==> config.mk <==
export PLATFORM = sky130hd
export DESIGN_NAME = dmem_arbiter
export DESIGN_NICKNAME = d
export VERILOG_FILES = /design/src/rtl/dmem_arbiter.sv
export SDC_FILE = /design/constraint.sdc
export NUM_CORES = 1
export LEC_CHECK = 0
export ABC_AREA = 1
export CAP_MARGIN = 10
export CORE_MARGIN = 2
export CORE_UTILIZATION = 35
export DETAILED_ROUTE_END_ITERATION = 8
export PLACE_DENSITY_LB_ADDON = 0.2
export SLEW_MARGIN = 30
export SYNTH_ARGS = -nofsm -noshare
export SYNTH_HDL_FRONTEND = slang
export SYNTH_SLANG_ARGS = --single-unit
==> constraint.sdc <==
create_clock -name clk_i -period 1.65 [get_ports clk_i]
set_input_delay 0.33 -clock clk_i [delete_from_list [all_inputs] [get_ports clk_i]]
set_output_delay 0.33 -clock clk_i [all_outputs]
set_load 0.1 [all_outputs]
==> src/rtl/dmem_arbiter.sv <==
// dmem_arbiter: shares one single-port data memory between the CPU MEM stage and a CGRA.
//
// Only the IDLE state arbitrates. The winner's address, data and write enable are latched into
// the mem_* registers and presented with mem_req_o until mem_ready_i. The returned data goes
// into the owner's rdata register. Every access then spends one cycle in a DONE state before
// the FSM returns to IDLE.
//
// Ports
//   clk_i, rst_i          clock; synchronous active-high reset
//   cpu_memread_i/_we     MEM-stage load/store request (both high = store)
//   cpu_addr_i/wdata_i    MEM-stage address / store data
//   cpu_rdata_o           registered load data
//   stall_o               pipeline stall (combinational)
//   cgra_req_i            CGRA request level, held until cgra_done_o
//   cgra_we/addr/wdata_i  CGRA access attributes
//   cgra_rdata_o          registered CGRA read data
//   cgra_done_o           one-cycle completion pulse
//   mem_req/we/addr/wdata_o, mem_rdata_i, mem_ready_i   data-memory port
//
// Configuration
//   DMEM_ARB_RR_EN  defined: round-robin between CPU and CGRA using a last-owner register.
//                   undefined: fixed priority, the CPU always wins.
module dmem_arbiter #(
    parameter int unsigned DW = 32
) (
    input  logic          clk_i,
    input  logic          rst_i,
    input  logic          cpu_memread_i,
    input  logic          cpu_memwrite_i,
    input  logic [DW-1:0] cpu_addr_i,
    input  logic [DW-1:0] cpu_wdata_i,
    output logic [DW-1:0] cpu_rdata_o,
    output logic          stall_o,
    input  logic          cgra_req_i,
    input  logic          cgra_we_i,
    input  logic [DW-1:0] cgra_addr_i,
    input  logic [DW-1:0] cgra_wdata_i,
    output logic [DW-1:0] cgra_rdata_o,
    output logic          cgra_done_o,
    output logic          mem_req_o,
    output logic          mem_we_o,
    output logic [DW-1:0] mem_addr_o,
    output logic [DW-1:0] mem_wdata_o,
    input  logic [DW-1:0] mem_rdata_i,
    input  logic          mem_ready_i
);

    localparam logic [2:0] StIdle     = 3'd0;
    localparam logic [2:0] StCpuAcc   = 3'd1;
    localparam logic [2:0] StCgraAcc  = 3'd2;
    localparam logic [2:0] StCpuDone  = 3'd3;
    localparam logic [2:0] StCgraDone = 3'd4;

    logic [2:0]    state_q, state_d;
    logic          cpu_pend;
    logic          grant_cpu, grant_cgra;
    logic          mem_we_q;
    logic [DW-1:0] mem_addr_q, mem_wdata_q;
    logic [DW-1:0] cpu_rdata_q, cgra_rdata_q;

    assign cpu_pend = cpu_memread_i | cpu_memwrite_i;

`ifdef DMEM_ARB_RR_EN
    // Set when the CGRA held the most recent grant; reset favours the CPU first.
    logic last_cgra_q;

    always_ff @(posedge clk_i) begin
        if (rst_i) begin
            last_cgra_q <= 1'b1;
        end else if (state_q == StIdle && (grant_cpu || grant_cgra)) begin
            last_cgra_q <= grant_cgra;
        end
    end

    assign grant_cpu = cpu_pend & (~cgra_req_i | last_cgra_q);
`else
    assign grant_cpu = cpu_pend;
`endif
    assign grant_cgra = cgra_req_i & ~grant_cpu;

    always_comb begin
        state_d = state_q;
        case (state_q)
            StIdle: begin
                if (grant_cpu) begin
                    state_d = StCpuAcc;
                end else if (grant_cgra) begin
                    state_d = StCgraAcc;
                end
            end
            StCpuAcc:   if (mem_ready_i) state_d = StCpuDone;
            StCgraAcc:  if (mem_ready_i) state_d = StCgraDone;
            // DONE never re-arbitrates, so a requester seen here is not double-served.
            StCpuDone:  state_d = StIdle;
            StCgraDone: state_d = StIdle;
            default:    state_d = StIdle;
        endcase
    end

    always_ff @(posedge clk_i) begin
        if (rst_i) begin
            state_q      <= StIdle;
            mem_we_q     <= 1'b0;
            mem_addr_q   <= '0;
            mem_wdata_q  <= '0;
            cpu_rdata_q  <= '0;
            cgra_rdata_q <= '0;
        end else begin
            state_q <= state_d;
            if (state_q == StIdle) begin
                if (grant_cpu) begin
                    // A simultaneous read+write request is a store.
                    mem_we_q    <= cpu_memwrite_i;
                    mem_addr_q  <= cpu_addr_i;
                    mem_wdata_q <= cpu_wdata_i;
                end else if (grant_cgra) begin
                    mem_we_q    <= cgra_we_i;
                    mem_addr_q  <= cgra_addr_i;
                    mem_wdata_q <= cgra_wdata_i;
                end
            end
            if (mem_ready_i && state_q == StCpuAcc) begin
                cpu_rdata_q <= mem_rdata_i;
            end
            if (mem_ready_i && state_q == StCgraAcc) begin
                cgra_rdata_q <= mem_rdata_i;
            end
        end
    end

    assign mem_req_o    = (state_q == StCpuAcc) || (state_q == StCgraAcc);
    assign mem_we_o     = mem_we_q;
    assign mem_addr_o   = mem_addr_q;
    assign mem_wdata_o  = mem_wdata_q;
    assign cpu_rdata_o  = cpu_rdata_q;
    assign cgra_rdata_o = cgra_rdata_q;
    assign cgra_done_o  = (state_q == StCgraDone);
    // CPU_DONE releases the pipeline so the served instruction leaves MEM.
    assign stall_o      = ~rst_i & cpu_pend & (state_q != StCpuDone);

endmodule

==> impl_summary.log, run 1 <==
[metrics] maximum vdd drop: slightly below 1000 uV
[metrics] met3 routed WL: roughly 1200 um
[metrics] post-synthesis sequential area ratio: 48.3%
[metrics] violated checks: negative setup slack
[metrics] type of element capturing the critical path: output port
[metrics] total power: around 17000 uW
[metrics] total gr overflow: 0
[metrics] DRC Markers: 0
[metrics] width of the die: 129 um
[metrics] Total Routing Usage GR: ~23%
[metrics] core area: about 15000 sq um
[metrics] initial core utilization: a little over a third
[metrics] CTS tree: done
[metrics] cell types with the highest counts after synthesis: nand2_1 (202), nor2_1 (198), dfxtp_1 (132)
[metrics] power density over cell area: about 1600 nW/um^2
[metrics] DRT Pass-1 Iters: 5
[metrics] total die area: 16600 sq um
[metrics] Chip Height: 129 um
[metrics] final net count: around 1.3k
[metrics] Top Ports: ~300
[metrics] length of routed wiring on met1: roughly 7900 um
[metrics] latest clock arrival within the worst-skew pair: between 0.4 and 0.5 ns
[metrics] worst slack after detailed placement: -0.161 ns
[metrics] Mapped Nets: 968
[metrics] worst-path maximum fanout: 4
[metrics] CTS clk-pin slew, worst paths: approximately 0.050 ns
[metrics] transition time at the pin with the least slew margin: 0.287 ns
[metrics] Max-slew headroom: 80.9%
[metrics] Syn-to-layout area delta: 95.4%
[metrics] layout cell share with drive strength beyond 1: between 10% and 20%
[metrics] cell taking the most area after synthesis: dfxtp_1
[metrics] kind of start point of the critical path: input port
[metrics] top routing layer in use: met4
[metrics] met2 layer wire length in the routed design: between 9000 and 10000 um
[metrics] flops & latches, synth: between 100 and 150
[metrics] Port Buffer Count: between 200 and 300
[metrics] prevailing post-synth register cell: dfxtp_1
[metrics] maximum clock frequency: between 600 and 700 MHz
[metrics] synth top area cells: dfxtp_1 (48%), nand2_1 (14%), nor2_1 (14%)
[metrics] standard cell with the maximum stage delay on the critical path: clkdlybuf4s50_1
[metrics] cts-stage hold buffer count: 0
[metrics] clock sink count: approximately 130
[metrics] Req. time, crit path: around 1.3 ns
[metrics] synthesized area: between 5000 and 6000 sq um
[metrics] Via density: about 4.5
[metrics] setup repair after global routing missed its margin: yes
[metrics] Bufs on Longest Clock Path: 2
[metrics] number of setup violations in the final report: 1
[metrics] final worst slack: -0.00706 ns
[metrics] instance count of the mapped netlist: 801
[metrics] crit path time final: 1.66 ns
[metrics] post-synthesis area per instance: 6.83 sq um
[metrics] post-detailed-placement half-perimeter wirelength: 13800 um
[metrics] Max stage delay on crit path: around 0.53 ns
[metrics] global-route wire length before repair: ~30000 um
[metrics] antenna violations before repair: 1
[metrics] proportion of synthesized flip-flops having asynchronous set or reset: 0%
[metrics] GP Congestion: slightly above 0.8
[metrics] CTS H-Tree Depth: 4
[metrics] Warnings, synthesis: 0
[metrics] most instantiated library cell after synthesis: nand2_1
[metrics] Final ANT Viol Nets: 0
[metrics] count of pins over their slew limit: 0
[metrics] Worst Path Class, Setup: in -> out
[metrics] Iter 0 DRT Violations: about 270
[metrics] leakage dissipation: between 0.004 and 0.005 uW
[metrics] worst hold margin: 0.451 ns
[metrics] area share of the largest cell type after synthesis: between 40% and 50%
[metrics] routed wirelength normalized by instance count: about 14 um
[metrics] maximum number of pins on one net before global-route repair: 65
[metrics] final cycle utilization of the critical path: 100%
[metrics] class of the tightest hold or removal check: in -> reg
[metrics] Clk Tree Root Cell: clkbuf_16
[metrics] crit path cell chain: clkdlybuf4s50_1, a211oi_4, buf_12
[metrics] total negative slack: -0.00706 ns
[metrics] number of cells on the worst hold path: 5
[metrics] Placement Rows: 45
[metrics] number of enable flip-flop cells after synthesis: 0
[metrics] Final Routed Wirelength: about 19000 um
[metrics] outcome: complete, but fails checks
[metrics] filler cell count in the final layout: between 1k and 1.5k
[metrics] total CTS buffers: 17
[metrics] worst-case register-to-register setup slack: approximately 0.20 ns
[metrics] Critical Path AT: ~1.3 ns
[metrics] vias after detailed routing: about 5.9k
[metrics] count of distinct cell types in the synthesized netlist: 20
[metrics] number of cells on the worst reg-to-reg path: 8
[metrics] Final Skew: 0.00913 ns
[metrics] maxcap violations: 0
[metrics] number of global-route vias before repair: between 5k and 6k
[metrics] count of final hold-check violations: 0
## cells by family (layout without fill, tap and decap cells)
kind of cell,after synthesis,count (layout),synth area share [%]
buffers and inverters,95,392,7.85
AND/OR/NAND/NOR,410,410,28.8
flip-flops,132,132,48.3
other,0,1,0
AO/OA/AOI/OAI,164,164,15.1
## stage by stage
stage / cells / utilization (%) / instance area, sq um
2_1_floorplan: 801 / - / 5500
3_3_place_gp: 1278 / 66.0 / 10100
3_5_place_dp: 1278 / 66.0 / 10100
4_1_cts: 1309 / 70.0 / 10700
5_1_grt: 1310 / 70.0 / 10700
6_report: 1310 / 70.0 / 10700
## cells in the final DEF (no fill, tap or decap), types with 3 or more instances in the layout
master / count
clkbuf_8: 3
clkbuf_16: 17
dfxtp_1: 129
clkdlybuf4s50_1: 164
inv_1: 36
buf_12: 141
clkinv_2: 3
nand2_2: 3
buf_4: 12
nor2_4: 3
inv_2: 5
o21ai_0: 86
nor2_1: 196
o21ai_1: 42
a21oi_1: 35
clkinvlp_4: 3
nor2_2: 4
nand2_1: 200
bufinv_16: 3
## routing by layer
layer,global-route usage (%),vias to the layer above
met3,7.44,36
met2,39.0,187
met1,26.5,2644
li1,-,3082
met5,0,-
met4,10.0,0
## worst paths after layout
check                       start               to
setup reg to reg       state_q[1]         mem_we_o
hold reg to reg   cpu_rdata_o[14]  cpu_rdata_o[14]
hold / removal     cpu_memwrite_i         mem_we_o
setup / recovery            rst_i          stall_o
## timing repair
action | in CTS | in global routing
endpoints found under the setup margin | 3 | 2
endpoints found under the hold margin | 0 | 0
gates resized for setup | 11 | 1
pin swaps | 1 | 0
setup buffers | 1 | 0
## critical path: cells and delay by family
family | cells | cell delay, ns
buf+inv | 2 | 0.74
compound gates | 1 | 0.25
## cell type report
type | instances | area, sq um | area share [%]
inverter | 42 | 160 | 1.50
multi-input combinational | 574 | 2440 | 22.8
clock inverter | 9 | 128 | 1.19
clock buffer | 22 | 474 | 4.44
sequential | 132 | 2650 | 24.8
antenna | 1 | 2.50 | 0.0234
tap | 211 | 264 | 2.47
timing repair buffer | 319 | 4570 | 42.8
## power breakdown
group / switching [uW] / internal, uW
registers: 624 / 3800
clock network: 1350 / 2480
logic: 5780 / 3140
## registers in the layout, indices dropped and copies added, names as in the netlist
| signal | cells |
|---|---|
| cgra_rdata_o | 32 |
| cpu_rdata_o | 32 |
| mem_addr_o | 32 |
| mem_wdata_o | 32 |
| state_q | 3 |
| mem_we_o | 1 |
Note: power is estimated with default switching activity, not from simulation.
==> run 2: changes to the inputs <==
clock period = 1.4 ns   (was 1.65 ns; I/O delays follow)
==> impl_summary.log, run 2 (synthesized netlist as in run 1, its figures left out) <==
[metrics] outcome: complete, but fails checks (unchanged)
[metrics] violated checks: negative setup slack (unchanged)
[metrics] most common library cell in the layout ignoring fill and taps: nand2_1 (unchanged)
[metrics] kind of start point of the critical path: register (was input port)
[metrics] Iter 0 DRT Violations: 343 (was 272)
[metrics] crit path time final: roughly 1.7 ns
[metrics] CTS clk-pin slew, worst paths: 0.06 ns (was 0.05 ns)
[metrics] final net count: 1276 (was 1253)
[metrics] power density over cell area: 1910 nW/um^2 (was 1610 nW/um^2)
[metrics] worst slack after detailed placement: -0.371 ns (was -0.161 ns)
[metrics] maxcap violations: 0 (unchanged)
[metrics] cts-stage hold buffer count: 0 (unchanged)
[metrics] Via density: 4.54 (about the same)
[metrics] Placement Rows: 45 (unchanged)
[metrics] CTS H-Tree Depth: 4 (unchanged)
[metrics] maximum clock frequency: ~600 MHz
[metrics] leakage dissipation: 0.00485 uW (was 0.00465 uW)
[metrics] class of the tightest hold or removal check: in -> reg (unchanged)
[metrics] Final ANT Viol Nets: 0 (unchanged)
[metrics] total CTS buffers: 17 (unchanged)
[metrics] total negative slack: -3.75 ns (was -0.00706 ns)
[metrics] Clk Tree Root Cell: clkbuf_16 (unchanged)
[metrics] Bufs on Longest Clock Path: 2 (unchanged)
[metrics] maximum vdd drop: 1090 uV (was 987 uV)
[metrics] total power: 21100 uW (was 17200 uW)
[metrics] antenna violations before repair: 0 (was 1)
[metrics] Syn-to-layout area delta: 103% (was 95.4%)
[metrics] count of pins over their slew limit: 0 (unchanged)
[metrics] Total Routing Usage GR: 22.1% (was 23.0%)
[metrics] core area: 15300 sq um (unchanged)
[metrics] latest clock arrival within the worst-skew pair: 0.42 ns (was 0.41 ns)
[metrics] width of the die: 129 um (unchanged)
[metrics] count of antenna diodes in the layout: 0 (was 1)
[metrics] commonest cells after routing, fill and taps aside: nand2_1 (201), nor2_1 (185), clkdlybuf4s50_1 (164) (was nand2_1 (200), nor2_1 (196), clkdlybuf4s50_1 (164))
[metrics] GP Congestion: 0.806 (was 0.816)
[metrics] initial core utilization: 35.8% (unchanged)
[metrics] transition time at the pin with the least slew margin: 0.397 ns (was 0.287 ns)
[metrics] Final Routed Wirelength: 19300 um (was 18800 um)
[metrics] worst-path maximum fanout: 3 (was 4)
[metrics] total gr overflow: 0 (unchanged)
[metrics] maximum number of pins on one net before global-route repair: 65 (unchanged)
[metrics] Worst Path Class, Setup: reg -> out (was in -> out)
[metrics] Port Buffer Count: 298 (unchanged)
[metrics] post-detailed-placement half-perimeter wirelength: 13600 um (was 13800 um)
[metrics] DRT Pass-1 Iters: 4 (was 5)
[metrics] Critical Path AT: 1.38 ns (was 1.33 ns)
[metrics] routed wirelength normalized by instance count: 14.5 um (was 14.4 um)
[metrics] number of global-route vias before repair: 5692 (was 5802)
[metrics] clock sink count: 132 (unchanged)
[metrics] total die area: 16600 sq um (unchanged)
[metrics] Max-slew headroom: 73.5% (was 80.9%)
[metrics] Chip Height: 129 um (unchanged)
[metrics] vias after detailed routing: 6056 (was 5949)
[metrics] global-route wire length before repair: 28600 um (was 29900 um)
[metrics] Top Ports: 299 (unchanged)
[metrics] Final Skew: 0.00668 ns (was 0.00913 ns)
[metrics] DRC Markers: 0 (unchanged)
[metrics] final worst slack: -0.256 ns (was -0.00706 ns)
[metrics] type of element capturing the critical path: output port (unchanged)
[metrics] count of final hold-check violations: 0 (unchanged)
[metrics] setup repair after global routing missed its margin: yes (unchanged)
[metrics] CTS tree: done (unchanged)
[metrics] layout cell share with drive strength beyond 1: 21.3% (was 18.6%)
[metrics] final cycle utilization of the critical path: 118%
[metrics] Req. time, crit path: 1.12 ns (was 1.32 ns)
[metrics] number of setup violations in the final report: 67 (was 1)
[metrics] Finished Layout Cells: 1333 (was 1310)
[metrics] Cell Count Post-Placement: 1287 (was 1278)
-- run 2: through the flow --
stage / area [sq um] / util (%) / hold WS, ns
CTS: 10800 / 70.7 / 0.414
detailed placement: 10100 / 66.5 / 0.472
floorplan: 5520 / - / 0.342
finish: 11100 / 72.7 / 0.461
global placement: 10100 / 66.5 / 0.467
global route: 11100 / 72.7 / 0.461
-- run 2: path summary, 6_finish.rpt --
path	startpoint	endpoint	slack [ns]	cells past startpoint
worst max-delay path	state_q[0]	stall_o	-0.26	3
worst min-delay path	cpu_memwrite_i	mem_we_o	0.46	5
worst max register to register	state_q[0]	mem_addr_o[12]	-0.11	8
worst min register to register	cpu_rdata_o[20]	cpu_rdata_o[20]	0.48	2
-- run 2: layer usage --
layer  up-vias  wire [um]  GRT usage (%)
met2       203       9580           38.5
li1       3125          -              -
met3        39       1190           6.65
met5         -          0              0
met4         0        616           9.34
met1      2689       7940           25.1
-- run 2: worst max-delay path, cell delays in order, from the launching register on --
cell and delay [ns]:
dfxtp_4 0.34, buf_6 0.12, a211oi_4 0.28, buf_12 0.21
-- run 2: layout make-up --
class	count	area [sq um]
repair buffers	342	4920
fillers	1149	4160
flip-flops and latches	132	2650
multi-input cells	574	2470
clock buffers	21	470
well taps	211	264
inverters	42	165
clock inverters	11	150
-- run 2: report_power, final --
group          internal, uW  switching, uW
sequential             4480            725
combinational          4220           7080
clock                  2950           1700
-- run 2: repair_timing --
item                       in CTS  in global routing
pin swaps                       2                  1
setup endpoints to repair       3                 68
cloned                          0                 10
gates resized for setup         8                 27
setup buffers                   2                  2
==> run 3: changes to the inputs <==
CAP_MARGIN = 20   (was 10)
PLACE_DENSITY = 0.87   (was default)
PLACE_DENSITY_LB_ADDON = default   (was 0.2)
==> impl_summary.log, run 3 (synthesized netlist as in run 1, its figures left out) <==
[metrics] kind of start point of the critical path: register (unchanged)
[metrics] global-route wire length before repair: 30100 um (was 28600 um)
[metrics] Placement Rows: 45 (unchanged)
[metrics] most common library cell in the layout ignoring fill and taps: nand2_1 (unchanged)
[metrics] Post-Place Cell Area: 10100 sq um (about the same)
[metrics] total negative slack: -8.79 ns (was -3.75 ns)
[metrics] Chip Height: 129 um (unchanged)
[metrics] latest clock arrival within the worst-skew pair: 0.42 ns (about the same)
[metrics] count of final hold-check violations: 0 (unchanged)
[metrics] worst-path maximum fanout: 3 (unchanged)
[metrics] number of setup violations in the final report: 68 (was 67)
[metrics] vias after detailed routing: 6430 (was 6056)
[metrics] maximum number of pins on one net before global-route repair: 66 (was 65)
[metrics] maximum clock frequency: 606 MHz (was 604 MHz)
[metrics] number of global-route vias before repair: 6224 (was 5692)
[metrics] total gr overflow: 0 (unchanged)
[metrics] filler cell count in the final layout: 1033 (was 1149)
[metrics] outcome: complete, but fails checks (unchanged)
[metrics] commonest cells after routing, fill and taps aside: nand2_1 (200), clkdlybuf4s50_1 (165), buf_12 (144) (was nand2_1 (201), nor2_1 (185), clkdlybuf4s50_1 (164))
[metrics] width of the die: 129 um (unchanged)
[metrics] final net count: 1277 (was 1276)
[metrics] class of the tightest hold or removal check: in -> reg (unchanged)
[metrics] Req. time, crit path: 1.12 ns (about the same)
[metrics] post-detailed-placement half-perimeter wirelength: 14600 um (was 13600 um)
[metrics] CTS tree: done (unchanged)
[metrics] GP Congestion: 0.832 (was 0.806)
[metrics] Bufs on Longest Clock Path: 2 (unchanged)
[metrics] total non-filler cell area in the finished layout: 11200 sq um (was 11100 sq um)
[metrics] CTS H-Tree Depth: 4 (unchanged)
[metrics] number of cells on the worst reg-to-reg path: 10 (was 8)
[metrics] Final Routed Wirelength: 21500 um (was 19300 um)
[metrics] Via density: 4.82 (was 4.54)
[metrics] maximum vdd drop: 995 uV (was 1090 uV)
[metrics] Max-slew headroom: 80.7% (was 73.5%)
[metrics] DRT Pass-1 Iters: 5 (was 4)
[metrics] utilization after layout: 73.7% (was 72.7%)
[metrics] maxcap violations: 0 (unchanged)
[metrics] type of element capturing the critical path: output port (unchanged)
[metrics] total die area: 16600 sq um (unchanged)
[metrics] Top Ports: 299 (unchanged)
[metrics] Clk Tree Root Cell: clkbuf_16 (unchanged)
[metrics] violated checks: negative setup slack (unchanged)
[metrics] Final ANT Viol Nets: 0 (unchanged)
[metrics] Worst Path Class, Setup: reg -> out (unchanged)
[metrics] transition time at the pin with the least slew margin: 0.289 ns (was 0.397 ns)
[metrics] initial core utilization: 35.8% (unchanged)
[metrics] leakage dissipation: 0.00485 uW (about the same)
[metrics] clock sink count: 132 (unchanged)
[metrics] total CTS buffers: 17 (unchanged)
[metrics] Critical Path AT: 1.37 ns (was 1.38 ns)
[metrics] setup repair after global routing missed its margin: yes (unchanged)
[metrics] Total Routing Usage GR: 23.0% (was 22.1%)
[metrics] Iter 0 DRT Violations: 418 (was 343)
[metrics] final worst slack: -0.249 ns (was -0.256 ns)
[metrics] Final Skew: 0.00849 ns (was 0.00668 ns)
[metrics] Port Buffer Count: 298 (unchanged)
[metrics] count of antenna diodes in the layout: 0 (unchanged)
[metrics] DRC Markers: 0 (unchanged)
[metrics] core area: 15300 sq um (unchanged)
[metrics] power density over cell area: 1900 nW/um^2 (was 1910 nW/um^2)
[metrics] number of cells on the worst hold path: 3 (was 5)
[metrics] final cycle utilization of the critical path: 118% (about the same)
[metrics] count of pins over their slew limit: 0 (unchanged)
[metrics] crit path time final: 1.65 ns (was 1.66 ns)
[metrics] antenna violations before repair: 0 (unchanged)
[metrics] CTS clk-pin slew, worst paths: 0.06 ns (about the same)
[metrics] Syn-to-layout area delta: 106% (was 103%)
[metrics] layout cell share with drive strength beyond 1: 25.3% (was 21.3%)
[metrics] routed wirelength normalized by instance count: 16.1 um (was 14.5 um)
-- run 3: changes by cell type in the layout (fill, tap and decap cells not counted), moves of 4 or more --
cell,before,now
nor2_1,185,141
nor2_2,15,51
nor2_4,3,11
o21ai_0,84,79
o21ai_1,44,49
buf_4,18,14
-- run 3: cell type report --
class	instances	area (sq um)	area share, %
clock buffer	19	443	3.94
clock inverter	12	131	1.17
inverter	42	163	1.45
multi-input combinational	574	2620	23.3
sequential	132	2650	23.6
tap	211	264	2.35
timing repair buffer	342	4970	44.2
timing repair inverter	1	6.26	0.0556
-- run 3: repair_timing --
item / CTS / global route
hold buffers: 0 / 0
buffers inserted: 2 / 6
pin swaps: 3 / 2
setup endpoints to repair: 3 / 99
gates resized for setup: 18 / 75
gates cloned: 0 / 12
-- run 3: path summary, 6_finish.rpt --
kind,start,to,slack (ns)
worst max-delay path,state_q[0],stall_o,-0.25
worst min-delay path,mem_rdata_i[24],cgra_rdata_o[24],0.47
worst max register to register,state_q[0],mem_addr_o[22],-0.19
worst min register to register,cpu_rdata_o[1],cpu_rdata_o[1],0.48
-- run 3: power breakdown --
group          switching [uW]  internal [uW]
registers                 778           4480
clock network            1660           2660
logic                    7360           4390
-- run 3: metrics by stage --
stage / setup slack, ns / total power, uW / cells / hold slack, ns
2_1_floorplan: -0.207 / 11500 / 801 / 0.342
3_3_place_gp: -0.352 / 15800 / 1283 / 0.467
3_5_place_dp: -0.437 / 16000 / 1283 / 0.471
4_1_cts: -0.266 / 20400 / 1316 / 0.449
5_1_grt: -0.288 / 22000 / 1333 / 0.479
6_report: -0.249 / 21300 / 1333 / 0.474
-- run 3: worst max-delay path, stage by stage (launching register included) --
cell and delay, ns:
dfxtp_4 0.36, buf_6 0.13, a211oi_4 0.25, buf_12 0.21
-- run 3: metal layers --
layer	track usage [%]	vias to the layer above	part of all wire, %
met1	24.2	2942	38
met3	6.11	66	6.6
met5	0	-	0
li1	-	3133	-
met4	14.2	0	4.0
met2	41.1	289	52
==> patch 1 (settings of run 1) <==
Build with the macro `DMEM_ARB_RR_EN` defined.
--- a/src/rtl/dmem_arbiter.sv
+++ b/src/rtl/dmem_arbiter.sv
@@ -22,2 +22,4 @@
 //                   undefined: fixed priority, the CPU always wins.
+`define DMEM_ARB_RR_EN
+
 module dmem_arbiter #(
Check against the original RTL: not equivalent (a bounded check fails within 10 cycles, from zero or initial values and one cycle with rst_i high).
==> patch 1 against run 1 <==
  * The flow still finishes with violations (setup timing)
  * Sequential cell count grew 1
  * Synthesized cell count shrank 7.2%
  * Core utilization grew 0.15 points
  * Sequential power grew 15%
  * Setup slack lost 0.017 ns
  * Routed wire length shrank 1.6%
  * Clock skew shrank 0.0027 ns
  * Final area shrank 0.90%
  * Synthesized area shrank 2.1%
  * Power grew 33%
  * First-iteration DRC count shrank 4.0%
  * Largest cell class unchanged
==> patch 1: results (changes against run 1) <==
| Metric | Value |
|---|---|
| Post-Syn Area per Cell | `7.21 um2 (+5.6%)` |
| Setup TNS | `-0.0237 ns (-0.0166 ns)` |
| Worst VDD drop | `1.07 mV (+8.3%)` |
| Largest net degree at the start of global routing | `68 (+4.6%)` |
| DRT Pass-1 Iters | `4 (-1)` |
| First-pass GRT wire length | `28700 um (-3.9%)` |
| Ratio of cells with drive above 1 in the final layout | `0.202 (+0.0167)` |
| Outcome | `complete, but fails checks` |
| Setup skew after layout | `0.00648 ns (-0.00265 ns)` |
| DP Wirelength | `13100 um (-5.0%)` |
| Clock-pin slew on the worst setup and hold paths | `0.05 ns (about the same)` |
| Syn Nets | `910 (-6.0%)` |
| Vias/cell | `4.79 (+5.5%)` |
| Synth Area in Adders | `0 (unchanged)` |
| Vias in the first global route | `5616 (-3.2%)` |
| Ranking of synthesized cells by area | `dfxtp_1, nand2_1, nor2_1` |
| ANT cells | `0 (-1)` |
| Worst hold path type | `flip-flop to flip-flop` |
| Count of cell types in the netlist | `18 (-10%)` |
| Leakage | `0.00441 uW (-5.0%)` |
| Critical path arrival | `1.34 ns` |
| Failing checks | `setup timing` |
| GRT Util Overall | `0.223 (-0.00632)` |
| Slew @ Worst Pin | `0.271 ns (-0.0160 ns)` |
| PortBufs | `298 (unchanged)` |
| Placed Area | `9910 um2 (-1.5%)` |
| Drt wl/cell | `15.0 um (+4.4%)` |
| Cts bufs inserted | `17 (unchanged)` |
| Sequential share of the synthesized area | `0.497 (+0.0139)` |
| Final setup viols | `1 (unchanged)` |
| Critical path's slowest cell | `dfxtp_2` |
| Fill count | `1181 (-1.3%)` |
| Final Wtd Congestion | `0.814 (-0.27%)` |
| Post-synth top cells | `nand2_1, nor2_1, dfxtp_1` |
| DRT iter0 DRCs | `261 (-4.0%)` |
| Initial antenna violation count | `0 (-1)` |
| Family with the most delay on the worst path | `buffers and inverters` |
| Crit path largest cell delay | `0.33 ns (-0.20 ns)` |
| Yosys warns | `0 (unchanged)` |
| # nets final | `1202 (-4.1%)` |
| Worst skew pair latency | `0.41 ns (about the same)` |
| PnR worst setup slack | `-0.0237 ns (-0.0166 ns)` |
| Compound-Gate Fraction of Synth Area | `0.217 (+0.0662)` |
| Vias | `5916 (-0.55%)` |
-- patch 1: through the flow --
| step | hold WS [ns] | setup slack, ns |
|---|---|---|
| final | 0.476 | -0.0237 |
| after global routing | 0.498 | -0.0614 |
| after CTS | 0.481 | -0.0352 |
| after detailed placement | 0.472 | -0.316 |
| after global placement | 0.468 | -0.288 |
| after floorplan | 0.399 | -0.0554 |
-- patch 1: kinds of logic after synthesis --
| logic type | Yosys count |
|---|---|
| buffers and inverters | 98 |
| DFF | 133 |
| AOI/OAI and AO/OA | 231 |
| and+or+nand+nor | 281 |
-- patch 1: power breakdown --
part           switching, uW  internal, uW
registers                938          4160
clock network           1360          2370
logic                   9160          4880
total                  11500         11400
-- patch 1: final timing paths --
kind         depth (start not counted)         endpoint  slack, ns       startpoint
min                                  2  cpu_rdata_o[16]       0.48  cpu_rdata_o[16]
min reg2reg                          2  cpu_rdata_o[16]       0.48  cpu_rdata_o[16]
max reg2reg                          9   mem_wdata_o[3]       0.10       state_q[1]
max                                  3          stall_o      -0.02       state_q[0]
-- patch 1: timing repair --
action                                  in CTS  in global routing
hold buffers                                 0                  0
gates resized for setup                     14                  1
setup buffers                                3                  3
endpoints found under the setup margin       2                 18
gates cloned                                 0                  1
pin swaps                                    2                  0
-- patch 1: area by class of cell --
cell class | count | area [um2] | share of cell area
clock buffer | 23 | 488 | 0.0461
clock inverter | 8 | 98.8 | 0.00933
inverter | 44 | 169 | 0.0159
multi-input combinational | 512 | 2280 | 0.215
sequential | 133 | 2670 | 0.252
tap | 188 | 235 | 0.0222
timing repair buffer | 327 | 4650 | 0.439
-- patch 1: layer usage --
metal,vias up,wire length [um],global-route usage
li1,2983,-,-
met1,2661,7620,0.262
met2,244,9080,0.383
met3,28,1380,0.0718
met4,0,423,0.0814
met5,-,0,0
-- patch 1: worst min-delay path, stage by stage, from the launching register on --
cell     delay [ns]
dfxtp_1        0.33
inv_1          0.06
a21oi_1        0.05
==> patch 2 (config.mk and constraints of run 1) <==
Made on the original files. The parameter `DW` goes from 32 to 16.
--- a/src/rtl/dmem_arbiter.sv
+++ b/src/rtl/dmem_arbiter.sv
@@ -23,3 +23,3 @@
 module dmem_arbiter #(
-    parameter int unsigned DW = 32
+    parameter int unsigned DW = 16
 ) (
Interface: changed (9 resized); port bits go from 299 to 155. The function was not compared with the original's and may differ.
==> patch 2 against run 1 <==
  * Die area shrank 46%
  * Power decreased by 50%
  * Clock skew hardly changed
  * Routed wire length down 54%
  * Synthesized area fell by 47%
  * Synthesized cell count decreased by 48%
  * Setup slack improved by 0.058 ns
  * Register-to-register slack gained 0.13 ns
  * Sequential cell count down 64
  * Critical path type is now flip-flop to output port
  * Global-route usage decreased by 3.4 points
  * Final area fell by 48%
==> patch 2: results (changes against run 1) <==
| Metric | Value |
|---|---|
| Family with the most delay on the worst path | `flip-flops` |
| Cts repair resizes | `6 (-5)` |
| Ranking of synthesized cells by area | `dfxtp_1, nand2_1, nor2_1` |
| GRT Util Overall | `0.196 (-0.0337)` |
| Post-synth top cells | `nand2_1, nor2_1, dfxtp_1` |
| Initial antenna violation count | `0 (-1)` |
| Hold Path End | `cpu_rdata_o[1]` |
| Post-Route WL | `8680 um (-54%)` |
| PortBufs | `154 (-48%)` |
| Fill count | `679 (-43%)` |
| Syn Nets | `505 (-48%)` |
| GRT met3 Usage | `0.0607 (-0.0138)` |
| Vias in the first global route | `2943 (-49%)` |
| PnR worst setup slack | `0.0514 ns (+0.0585 ns)` |
| DP Wirelength | `6500 um (-53%)` |
| Met2 WL | `4260 um (-53%)` |
| Slew @ Worst Pin | `0.329 ns (+0.0422 ns)` |
| DRT Pass-1 Iters | `4 (-1)` |
| Critical path arrival | `1.27 ns (-0.06 ns)` |
| Setup repair bufs after CTS | `0 (-1)` |
| Met1 usage | `0.232 (-0.0327)` |
| WL met1 | `3640 um (-54%)` |
| DRT iter0 DRCs | `86 (-68%)` |
| Number of cells on the worst hold path | `2 (-3)` |
| # nets final | `660 (-47%)` |
| Outcome | `finished, final reports clean` |
| Max FO, Critical Path | `6 (+2)` |
==> patch 2: cell types whose count changed after synthesis, sizes merged <==
cell / delta
nor2: -98
nand2: -97
dfxtp: -64
o21ai: -64
buf: -20
a21oi: -16
inv: -16
clkbuf: -9
a211oi: -1
a311oi: +1
nand4: +1
==> patch 2: layout make-up <==
cell class,instances,area [um2],area share
multi-input combinational,300,1320,0.240
sequential,68,1370,0.249
inverter,26,103,0.0186
tap,105,131,0.0239
clock buffer,9,124,0.0225
timing repair buffer,168,2340,0.424
clock inverter,7,124,0.0225
==> patch 2: cell families (layout without fill, tap and decap cells) <==
group                  Yosys count  in the layout  synth area share
flip-flops                      68             68             0.471
AND/OR/NAND/NOR                216            216             0.297
AO/OA/AOI/OAI                   84             84             0.147
buffers and inverters           50            210            0.0848
==> patch 2: power by group <==
group	internal, uW	switching, uW
clock	1010	658
sequential	1960	332
combinational	1610	2980
total	4590	3970
